===== src/rtl/isa_slave_window_ctrl.sv =====
// ISA slave front end: windowed I/O decode, strobe synchronisers and a req/ack handshake to the fabric.
// Optional memory-cycle support is enabled by defining ISA_MEM_WINDOWS_EN.
module isa_slave_window_ctrl #(
  parameter int NUM_WIN       = 4,
  parameter int WIN_SIZE_LOG2 = 4,
  parameter int SYNC_STAGES   = 2,
  parameter int ADS_SETTLE    = 2,
  parameter int MAX_WAIT      = 15
) (
  input  logic                       FPGACLK,
  input  logic                       RESET,
  input  logic [19:0]                addressBus,
  input  logic                       BALE,
  input  logic                       SBHE,
  input  logic                       IOR,
  input  logic                       IOW,
  input  logic                       MEMR,
  input  logic                       MEMW,
  input  logic [NUM_WIN*20-1:0]      win_base,
  input  logic [NUM_WIN-1:0]         win_en,
  input  logic                       ack,
  output logic                       IOCS16,
  output logic                       MEMCS16,
  output logic                       NOWS,
  output logic                       IO_RDY,
  output logic                       ADS_OE,
  output logic                       ADS_LATCH,
  output logic [3:0]                 TE,
  output logic                       FPGA_WR,
  output logic                       req,
  output logic                       req_wr,
  output logic                       req_mem,
  output logic                       req_wide,
  output logic [2:0]                 req_win,
  output logic [WIN_SIZE_LOG2-1:0]   req_off,
  output logic                       timeout
);

  typedef enum logic [2:0] {
    S_IDLE, S_ADDR, S_DECODE, S_STROBE, S_WAIT, S_DRIVE, S_RELEASE
  } state_e;

  localparam logic [7:0] SETTLE_LAST = 8'(ADS_SETTLE - 1);
  localparam logic [7:0] WAIT_LAST   = 8'(MAX_WAIT - 1);

  // Synchroniser bit order: {MEMW, MEMR,} SBHE, IOW, IOR, BALE
`ifdef ISA_MEM_WINDOWS_EN
  localparam int NSYNC = 6;
  logic [NSYNC-1:0] sync_in;
  assign sync_in = {MEMW, MEMR, SBHE, IOW, IOR, BALE};
`else
  localparam int NSYNC = 4;
  logic [NSYNC-1:0] sync_in;
  assign sync_in = {SBHE, IOW, IOR, BALE};
`endif

  localparam logic [NSYNC-1:0] SYNC_RST = {{(NSYNC-1){1'b1}}, 1'b0};

  logic [NSYNC-1:0] sync_q [SYNC_STAGES];
  logic [NSYNC-1:0] sync_s;
  logic bale_s, ior_s, iow_s, sbhe_s, memr_s, memw_s;

  always_ff @(posedge FPGACLK or posedge RESET) begin
    if (RESET) begin
      for (int unsigned i = 0; i < SYNC_STAGES; i++) sync_q[i] <= SYNC_RST;
    end else begin
      sync_q[0] <= sync_in;
      for (int unsigned i = 1; i < SYNC_STAGES; i++) sync_q[i] <= sync_q[i-1];
    end
  end

  assign sync_s = sync_q[SYNC_STAGES-1];
  assign bale_s = sync_s[0];
  assign ior_s  = sync_s[1];
  assign iow_s  = sync_s[2];
  assign sbhe_s = sync_s[3];
`ifdef ISA_MEM_WINDOWS_EN
  assign memr_s = sync_s[4];
  assign memw_s = sync_s[5];
`else
  assign memr_s = 1'b1;
  assign memw_s = 1'b1;
`endif

  // Window decode runs on the live address so IOCS16 is valid from DECODE onward
  logic       dec_hit;
  logic [2:0] dec_win;
  always_comb begin
    dec_hit = 1'b0;
    dec_win = '0;
    for (int unsigned i = 0; i < NUM_WIN; i++) begin
      if (!dec_hit && win_en[i] &&
          addressBus[19:WIN_SIZE_LOG2] == win_base[20*i+WIN_SIZE_LOG2 +: 20-WIN_SIZE_LOG2]) begin
        dec_hit = 1'b1;
        dec_win = 3'(i);
      end
    end
  end

  state_e                   state_q, state_d;
  logic [7:0]               cnt_q, cnt_d;
  logic [WIN_SIZE_LOG2-1:0] off_q, off_d;
  logic [2:0]               win_q, win_d;
  logic                     hit_q, hit_d;
  logic                     sbhe_q, sbhe_d;
  logic                     bale_prev_q;
  logic                     iocs16_q, iocs16_d;
  logic                     memcs16_q, memcs16_d;
  logic                     io_rdy_q, io_rdy_d;
  logic                     ads_oe_q, ads_oe_d;
  logic [3:0]               te_q, te_d;
  logic                     fpga_wr_q, fpga_wr_d;
  logic                     req_q, req_d;
  logic                     req_wr_q, req_wr_d;
  logic                     req_mem_q, req_mem_d;
  logic                     req_wide_q, req_wide_d;
  logic [2:0]               req_win_q, req_win_d;
  logic [WIN_SIZE_LOG2-1:0] req_off_q, req_off_d;
  logic                     timeout_q, timeout_d;

  logic       st_ior, st_iow, st_memr, st_memw;
  logic [2:0] n_low;
  logic       bale_rise, active_hi;
  logic [3:0] te_sel;

  assign st_ior    = ~ior_s;
  assign st_iow    = ~iow_s;
  assign st_memr   = ~memr_s;
  assign st_memw   = ~memw_s;
  assign n_low     = {2'b0, st_ior} + {2'b0, st_iow} + {2'b0, st_memr} + {2'b0, st_memw};
  assign bale_rise = bale_s & ~bale_prev_q;
  assign active_hi = req_mem_q ? (req_wr_q ? memw_s : memr_s)
                               : (req_wr_q ? iow_s  : ior_s);

  always_comb begin
    unique case ({req_wide_q, req_off_q[0]})
      2'b10:   te_sel = 4'b1100;
      2'b11:   te_sel = 4'b0011;
      2'b00:   te_sel = 4'b1110;
      default: te_sel = 4'b0111;
    endcase
  end

  always_comb begin
    state_d    = state_q;
    cnt_d      = cnt_q;
    off_d      = off_q;
    win_d      = win_q;
    hit_d      = hit_q;
    sbhe_d     = sbhe_q;
    iocs16_d   = iocs16_q;
    memcs16_d  = memcs16_q;
    io_rdy_d   = io_rdy_q;
    ads_oe_d   = ads_oe_q;
    te_d       = te_q;
    fpga_wr_d  = fpga_wr_q;
    req_d      = req_q;
    req_wr_d   = req_wr_q;
    req_mem_d  = req_mem_q;
    req_wide_d = req_wide_q;
    req_win_d  = req_win_q;
    req_off_d  = req_off_q;
    timeout_d  = timeout_q;

    unique case (state_q)
      S_IDLE: begin
        if (bale_s) begin
          state_d  = S_ADDR;
          cnt_d    = '0;
          ads_oe_d = 1'b0;
        end
      end
      S_ADDR: begin
        if (cnt_q >= SETTLE_LAST) begin
          ads_oe_d = 1'b1;
          off_d    = addressBus[WIN_SIZE_LOG2-1:0];
          sbhe_d   = sbhe_s;
          hit_d    = dec_hit;
          win_d    = dec_win;
          if (dec_hit && !sbhe_s) begin
            iocs16_d  = 1'b0;
            memcs16_d = 1'b0;
          end
          state_d  = S_DECODE;
        end else begin
          cnt_d = cnt_q + 8'd1;
        end
      end
      S_DECODE: state_d = hit_q ? S_STROBE : S_IDLE;
      S_STROBE: begin
        // Strobes are ignored while BALE is high so refresh cycles pass unseen
        if (!bale_s) begin
          if (n_low > 3'd1) begin
            iocs16_d  = 1'b1;
            memcs16_d = 1'b1;
            state_d   = S_IDLE;
          end else if (n_low == 3'd1) begin
            io_rdy_d   = 1'b0;
            req_d      = 1'b1;
            req_wr_d   = st_iow | st_memw;
            req_mem_d  = st_memr | st_memw;
            req_wide_d = ~sbhe_q;
            req_win_d  = win_q;
            req_off_d  = off_q;
            cnt_d      = '0;
            state_d    = S_WAIT;
          end
        end
      end
      S_WAIT: begin
        if (ack || cnt_q >= WAIT_LAST) begin
          if (!ack) timeout_d = 1'b1;
          req_d     = 1'b0;
          io_rdy_d  = 1'b1;
          fpga_wr_d = ~req_wr_q;
          te_d      = te_sel;
          state_d   = S_DRIVE;
        end else if (cnt_q != 8'hFF) begin
          cnt_d = cnt_q + 8'd1;
        end
      end
      S_DRIVE: begin
        if (active_hi) begin
          te_d      = '1;
          fpga_wr_d = 1'b0;
          iocs16_d  = 1'b1;
          memcs16_d = 1'b1;
          state_d   = S_RELEASE;
        end
      end
      S_RELEASE: state_d = S_IDLE;
      default:   state_d = S_IDLE;
    endcase

    if (bale_rise && state_q != S_IDLE && state_q != S_ADDR) begin
      te_d      = '1;
      fpga_wr_d = 1'b0;
      io_rdy_d  = 1'b1;
      iocs16_d  = 1'b1;
      memcs16_d = 1'b1;
      req_d     = 1'b0;
      ads_oe_d  = 1'b0;
      cnt_d     = '0;
      state_d   = S_ADDR;
    end
  end

  always_ff @(posedge FPGACLK or posedge RESET) begin
    if (RESET) begin
      state_q     <= S_IDLE;
      cnt_q       <= '0;
      off_q       <= '0;
      win_q       <= '0;
      hit_q       <= 1'b0;
      sbhe_q      <= 1'b1;
      bale_prev_q <= 1'b0;
      iocs16_q    <= 1'b1;
      memcs16_q   <= 1'b1;
      io_rdy_q    <= 1'b1;
      ads_oe_q    <= 1'b1;
      te_q        <= '1;
      fpga_wr_q   <= 1'b0;
      req_q       <= 1'b0;
      req_wr_q    <= 1'b0;
      req_mem_q   <= 1'b0;
      req_wide_q  <= 1'b0;
      req_win_q   <= '0;
      req_off_q   <= '0;
      timeout_q   <= 1'b0;
    end else begin
      state_q     <= state_d;
      cnt_q       <= cnt_d;
      off_q       <= off_d;
      win_q       <= win_d;
      hit_q       <= hit_d;
      sbhe_q      <= sbhe_d;
      bale_prev_q <= bale_s;
      iocs16_q    <= iocs16_d;
      memcs16_q   <= memcs16_d;
      io_rdy_q    <= io_rdy_d;
      ads_oe_q    <= ads_oe_d;
      te_q        <= te_d;
      fpga_wr_q   <= fpga_wr_d;
      req_q       <= req_d;
      req_wr_q    <= req_wr_d;
      req_mem_q   <= req_mem_d;
      req_wide_q  <= req_wide_d;
      req_win_q   <= req_win_d;
      req_off_q   <= req_off_d;
      timeout_q   <= timeout_d;
    end
  end

  logic unused_base;
  assign unused_base = ^win_base;

`ifdef ISA_MEM_WINDOWS_EN
  assign MEMCS16 = memcs16_q;
`else
  logic unused_mem;
  assign unused_mem = MEMR ^ MEMW ^ memcs16_q;
  assign MEMCS16    = 1'b1;
`endif

  assign IOCS16    = iocs16_q;
  assign NOWS      = 1'b1;
  assign IO_RDY    = io_rdy_q;
  assign ADS_OE    = ads_oe_q;
  assign ADS_LATCH = BALE;
  assign TE        = te_q;
  assign FPGA_WR   = fpga_wr_q;
  assign req       = req_q;
  assign req_wr    = req_wr_q;
  assign req_mem   = req_mem_q;
  assign req_wide  = req_wide_q;
  assign req_win   = req_win_q;
  assign req_off   = req_off_q;
  assign timeout   = timeout_q;

endmodule


===== config.mk =====
export PLATFORM = sky130hd
export DESIGN_NAME = isa_slave_window_ctrl
export DESIGN_NICKNAME = d
export VERILOG_FILES = /design/src/rtl/isa_slave_window_ctrl.sv
export SDC_FILE = /design/constraint.sdc
export NUM_CORES = 1
export LEC_CHECK = 0
export CORE_MARGIN = 1.5
export CORE_UTILIZATION = 39
export CTS_BUF_LIST = sky130_fd_sc_hd__clkbuf_8
export CTS_CLUSTER_SIZE = 14
export DETAILED_ROUTE_END_ITERATION = 10
export PLACE_DENSITY = 0.82
export SYNTH_ARGS = -nofsm -noshare
export SYNTH_HDL_FRONTEND = slang
export SYNTH_SLANG_ARGS = --single-unit

===== constraint.sdc =====
create_clock -name FPGACLK -period 3.2 [get_ports FPGACLK]
set_input_delay 0.32 -clock FPGACLK [delete_from_list [all_inputs] [get_ports FPGACLK]]
set_output_delay 0.32 -clock FPGACLK [all_outputs]
set_load 0.03 [all_outputs]

==> results.cfg, run 1 <==
[pwr]
p_clk_frac = 0.154
pwr-share-seq = 0.350
power_density_nw_per_um2 = 635
p_int_uw = 1630
peakVddDrop_mv = 0.236
p_comb_frac = 0.496
p_switching_uw = 1080
p_leak_uw = 0.00168
power.share.switching = 0.398

[critical_path]
reg2reg_from = sync_s[2]
ff2ff_setup_slack_ns = 0.60
cp_max_fo = 10
worstSetupPathType = reg2reg
endpoint_kind = register
arrival_ns = 2.80
cp.required_ns = 3.40
r2r_end = cnt_q[2]
worstSetupStartpointType = register
reg2reg_depth = 8

[synth]
seq_area_frac_synth = 0.395
synth_edf_count = 0
synth_cell_types = 56
yosysMostFrequentCell = xnor2_1
synthArstFlopShare = 1.00
yosys_most_used_dff = dfrtp_1
syn_area_per_cell_um2 = 9.82
ys_ff_latch = 46
netlist_top_cells_area = dfrtp_1 27%, xnor2_1 15%, dfstp_2 12%
netlist.area_leader.share = 0.271
syn_inst = 301
yosys_warnings = 0
syn-cell-area_um2 = 2960
yosys-top-cells-count = 52 x xnor2_1, 32 x dfrtp_1, 21 x nor2_1
yosys.area.top_type = dfrtp_1

[clocking]
clk_pin_slew_worst_paths_ns = 0.08
cts_root_buf = clkbuf_8
numClockSinks = 46
tritoncts = yes
clkLatencyLatePin_ns = 0.30
htree_levels = 2
postCtsSetupBuffers = 0
ctsResizeCount = 0
cts_inserted_buffers = 5
cts_hold_buf = 0
cts_max_path_buffers = 2

[die]
die-width_um = 90.1
io-pin-count = 136
floorplan.die.height_um = 90.1
start_util = 0.405
die-area_um2 = 8110
floorplan.core_area_um2 = 7290
rows = 31

[drt]
drtIter0Drc = 134
drc = 0
vias_per_cell = 5.31
wire_per_inst_um = 15.3
ant_nets = 0
wl_um = 7740
vias = 2694
drt_pass1_iterations = 4

[timing]
skew_ns = 0.00374
slew_viol_final = 0
worstMarginPinSlew_ns = 0.745
fin_crit_sh = 0.812
rsz0062_at_grt = false
finalSetupViolCount = 0
fmax_mhz = 385
finalSetupTns_ns = 0
hold_viol_final = 0
maxSlewHeadroom = 0.500
fin_crit_ns = 2.60

[run_status]
status = finished, final reports clean

[job]
cap_viol_max_count = 0

[placement]
place_hpwl_um = 6390
place.port_buffers = 113
place_congestion = 0.903

[global_routing]
overflow = 0
grt_max_degree = 25
antenna_found_initial = 0
grt_pass1_vias = 2778
grt_pass1_wl_um = 12800
grt_usage = 0.196

[finish]
antennaDiodeCount = 0
drive_above_1_share = 0.110
finish.utilization = 0.584
seqCellArea_um2 = 1170
finalNetCount = 526
synthToLayoutAreaGrowth_pct = 43.9
fillers = 664
multiInputGateArea_um2 = 1670

[min_path]
worstHoldEndpoint = sync_s[0]
min_path_type = reg2reg
min_from = sync_q[4]
holdPathStages = 0
==> area by class of cell <==
cell class / count / area share
sequential: 46 / 0.275
clock buffer: 5 / 0.0162
multi-input combinational: 229 / 0.392
tap: 99 / 0.0291
inverter: 9 / 0.00794
clock inverter: 3 / 0.00882
timing repair buffer: 116 / 0.271
==> placed cells by master (no fill, tap or decap), types with 3 or more instances in the layout <==
master           synthesis  final
inv_1                    9     10
o21ai_0                 11     11
nor4_1                   9      9
nor2_1                  21     21
clkbuf_8                 0      5
mux2_2                  11     11
ha_1                     6      6
dfstp_2                 14     14
buf_4                    5      3
a21oi_1                  7      7
nand2_1                 17     17
nand4_1                 10     10
dfrtp_1                 32     32
xnor2_1                 52     52
nand2b_1                 4      4
xor2_1                  12     12
or3b_2                   3      3
o31ai_1                  4      4
a41oi_1                  3      3
conb_1                   2      4
nand3_1                  5      5
and3_1                   4      4
nor3_1                   4      4
a31oi_1                  5      5
clkdlybuf4s50_1          0    113
==> critical path, cell delays in order, from the launching register on <==
cell and delay [ns]:
dfstp_2 0.56, inv_1 0.05, ha_1 0.30, or3b_2 0.47, a31oi_1 0.24, o21ai_2 0.10
a211oi_4 0.45, o21ai_1 0.14, a21o_1 0.19
==> logic make-up after synthesis <==
logic type	count (synthesis)	synth area share
multiplexers	13	0.0487
AO/OA/AOI/OAI	52	0.132
flip-flops	46	0.395
buffers and inverters	28	0.0427
AND/OR/NAND/NOR	90	0.164
XOR/XNOR	64	0.190
adder cells (fa/ha/maj)	6	0.0254
other	2	0.00254
==> how the worst max path moves through the flow <==
stage,from,end,slack (ns),cells after the start
after floorplan,sync_s[2],cnt_q[2],0.89,8
after global placement,sync_s[2],cnt_q[7],0.71,8
after detailed placement,sync_s[2],cnt_q[2],0.66,8
after CTS,sync_s[2],cnt_q[2],0.61,8
after global routing,cnt_q[1],cnt_q[2],0.41,8
final,sync_s[2],cnt_q[2],0.60,8
==> stage by stage <==
step	power (µW)	setup WS (ns)	hold WS [ns]	area (µm²)	instances
floorplan	1800	0.889	0.324	2960	303
global placement	2240	0.715	0.334	4150	499
detailed placement	2300	0.655	0.343	4150	499
CTS	2720	0.609	0.359	4260	507
global route	2890	0.406	0.368	4260	507
finish	2700	0.602	0.355	4260	507
==> layer usage <==
metal	track usage	routed length [µm]
met3	0.0457	598
met2	0.355	4120
met5	0	0
met4	0.0873	208
met1	0.218	2820
==> registers in the layout (all words and copies together) (netlist names), 2 cells and up <==
register  flops
win_q         2
TE            4
sync_q        4
off_q         4
cnt_q         8
req_win       2
state_q       3
req_off       4
sync_s        4
==> power groups by stage <==
| stage | registers (µW) | clock network, µW | logic, µW |
|---|---|---|---|
| floorplan | 1040 | 0 | 765 |
| global placement | 947 | 0 | 1290 |
| detailed placement | 963 | 0 | 1340 |
| CTS | 951 | 426 | 1350 |
| global route | 988 | 445 | 1460 |
| finish | 948 | 416 | 1340 |
(Power assumes the default switching activity.)
==> run 2, diff against run 1 <==
==> constraint.sdc (replaced) <==
create_clock -name FPGACLK -period 2.4 [get_ports FPGACLK]
set_input_delay 0.24 -clock FPGACLK [delete_from_list [all_inputs] [get_ports FPGACLK]]
set_output_delay 0.24 -clock FPGACLK [all_outputs]
set_load 0.03 [all_outputs]
==> run 2 against run 1 <==
Sequential power up 23%; final cell count up 4.7%; total power up 40%; global-route usage up 0.28 points; fmax up 14%; worst hold slack worse by 0.11 ns; sequential share of layout area down 1.2 points; routed wire length up 0.75%; clock power up 30%; combinational power up 55%.
==> results.cfg, run 2 (synthesis gave the netlist of run 1 again) <==
[run_status]
status = finished, final reports clean

[timing]
slew_viol_final = 0
fmax_mhz = 439
finalSetupTns_ns = 0
fin_crit_sh = 0.949
fin_crit_ns = 2.28
worstMarginPinSlew_ns = 0.616
finalSetupViolCount = 0
whs_ns = 0.243
rsz0062_at_grt = false
hold_viol_final = 0
maxSlewHeadroom = 0.587
skew_ns = 0.00645

[global_routing]
grt_pass1_wl_um = 12900
grt_max_degree = 19
antenna_found_initial = 0
grt_usage = 0.199
overflow = 0
grt_pass1_vias = 2805

[drt]
vias = 2704
ant_nets = 0
drc = 0
drtIter0Drc = 108
wl_um = 7800
wire_per_inst_um = 14.7
drt_pass1_iterations = 4
vias_per_cell = 5.09

[die]
floorplan.die.height_um = 90.1
io-pin-count = 136
start_util = 0.405
floorplan.core_area_um2 = 7290
rows = 31
die-area_um2 = 8110
die-width_um = 90.1

[critical_path]
path_buf_inv = 2
reg2reg_depth = 8
path_cells = or4_1 > buf_4 > o21ai_0 > a21oi_1 > a211oi_4 > buf_6 > a41oi_1 > nor2_1
worstSetupStartpointType = register
cp_max_fo = 5
crit_path_start = cnt_q[7]
cp.required_ns = 2.63
crit_family = simple AND/OR/NAND/NOR gates
cpMaxStageDelayCell = or4_1
cpPeakStageDelay_ns = 0.67
r2r_end = cnt_q[4]
endpoint_kind = register
arrival_ns = 2.51
worstSetupPathType = reg2reg
critical_path_depth = 8
crit_path_end = cnt_q[4]
reg2reg_from = cnt_q[7]
ff2ff_setup_slack_ns = 0.12

[pwr]
p_comb_frac = 0.548
p_leak_uw = 0.00180
peakVddDrop_mv = 0.336
power_density_nw_per_um2 = 850
p_switching_uw = 1450
pwr-share-seq = 0.308
p_int_uw = 2330
power.share.switching = 0.384
p_clk_frac = 0.143

[clocking]
clkLatencyLatePin_ns = 0.30
cts_max_path_buffers = 2
numClockSinks = 46
cts_inserted_buffers = 5
cts_hold_buf = 0
clk_pin_slew_worst_paths_ns = 0.08
tritoncts = yes
htree_levels = 2
cts_root_buf = clkbuf_8

[finish]
final_common_cell = clkdlybuf4s50_1
fillers = 651
largest_register_ffs = 8
drive_above_1_share = 0.167
final_area_um2 = 4450
synthToLayoutAreaGrowth_pct = 50.6
regMostFlops = cnt_q
multiInputGateArea_um2 = 1680
seqCellArea_um2 = 1170
final_cell_mix = 113 x clkdlybuf4s50_1, 52 x xnor2_1, 32 x dfrtp_1
antennaDiodeCount = 0
finalNetCount = 550

[placement]
dpl_cell_area_um2 = 4330
place.port_buffers = 113
place_congestion = 0.897
place_hpwl_um = 6550

[job]
cap_viol_max_count = 0

[min_path]
min_path_type = in2async
[run 2: power groups by stage]
| stage | clock network [µW] | registers, µW | logic [µW] |
|---|---|---|---|
| after global placement | 0 | 1170 | 2000 |
| after detailed placement | 0 | 1180 | 2050 |
| after floorplan | 0 | 1390 | 1020 |
| after global routing | 596 | 1200 | 2260 |
| final | 542 | 1170 | 2080 |
| after CTS | 557 | 1170 | 2070 |
[run 2: worst register-to-register path: cells and delay by family, from the launching register on]
| family | cells | cell delay, ns |
|---|---|---|
| simple gates | 2 | 0.77 |
| compound gates | 4 | 0.69 |
| flops | 1 | 0.38 |
| buf+inv | 2 | 0.37 |
[run 2: how the worst min path moves through the flow]
stage | start | endpoint | slack [ns]
2_1_floorplan | IOR | sync_q[5] | 0.24
3_3_place_gp | sync_q[4] | sync_s[0] | 0.34
3_5_place_dp | sync_q[4] | sync_s[0] | 0.34
4_1_cts | RESET | req_off[0] | 0.25
5_1_grt | RESET | win_q[1] | 0.32
6_report | RESET | win_q[1] | 0.24
[run 2: through the flow]
| stage | setup WS, ns | power (µW) | std cells | utilization |
|---|---|---|---|---|
| after floorplan | 0.0890 | 2410 | 303 | - |
| after global placement | 0.0644 | 3170 | 523 | 0.594 |
| after detailed placement | 0.0320 | 3230 | 523 | 0.594 |
| after CTS | 0.0339 | 3800 | 531 | 0.609 |
| after global routing | 0.00532 | 4060 | 531 | 0.611 |
| final | 0.122 | 3790 | 531 | 0.611 |
[run 2: what timing repair did]
| action | in CTS | in global routing |
|---|---|---|
| setup endpoints to repair | 1 | 7 |
| setup buffers | 0 | 0 |
| pin swaps | 0 | 2 |
| gates resized for setup | 1 | 2 |
[run 2: area by class of cell]
cell class,instances,share of cell area
clock buffers,8,0.0247
inverters,9,0.00759
multi-input cells,229,0.377
flip-flops and latches,46,0.262
well taps,99,0.0278
repair buffers,140,0.300
[run 2: per-layer routing]
metal,vias to the layer above,global-route usage,wire (µm)
met3,11,0.0491,510
met2,107,0.370,4130
li1,1312,-,-
met1,1274,0.218,3010
met4,0,0.0714,149
met5,-,0,0
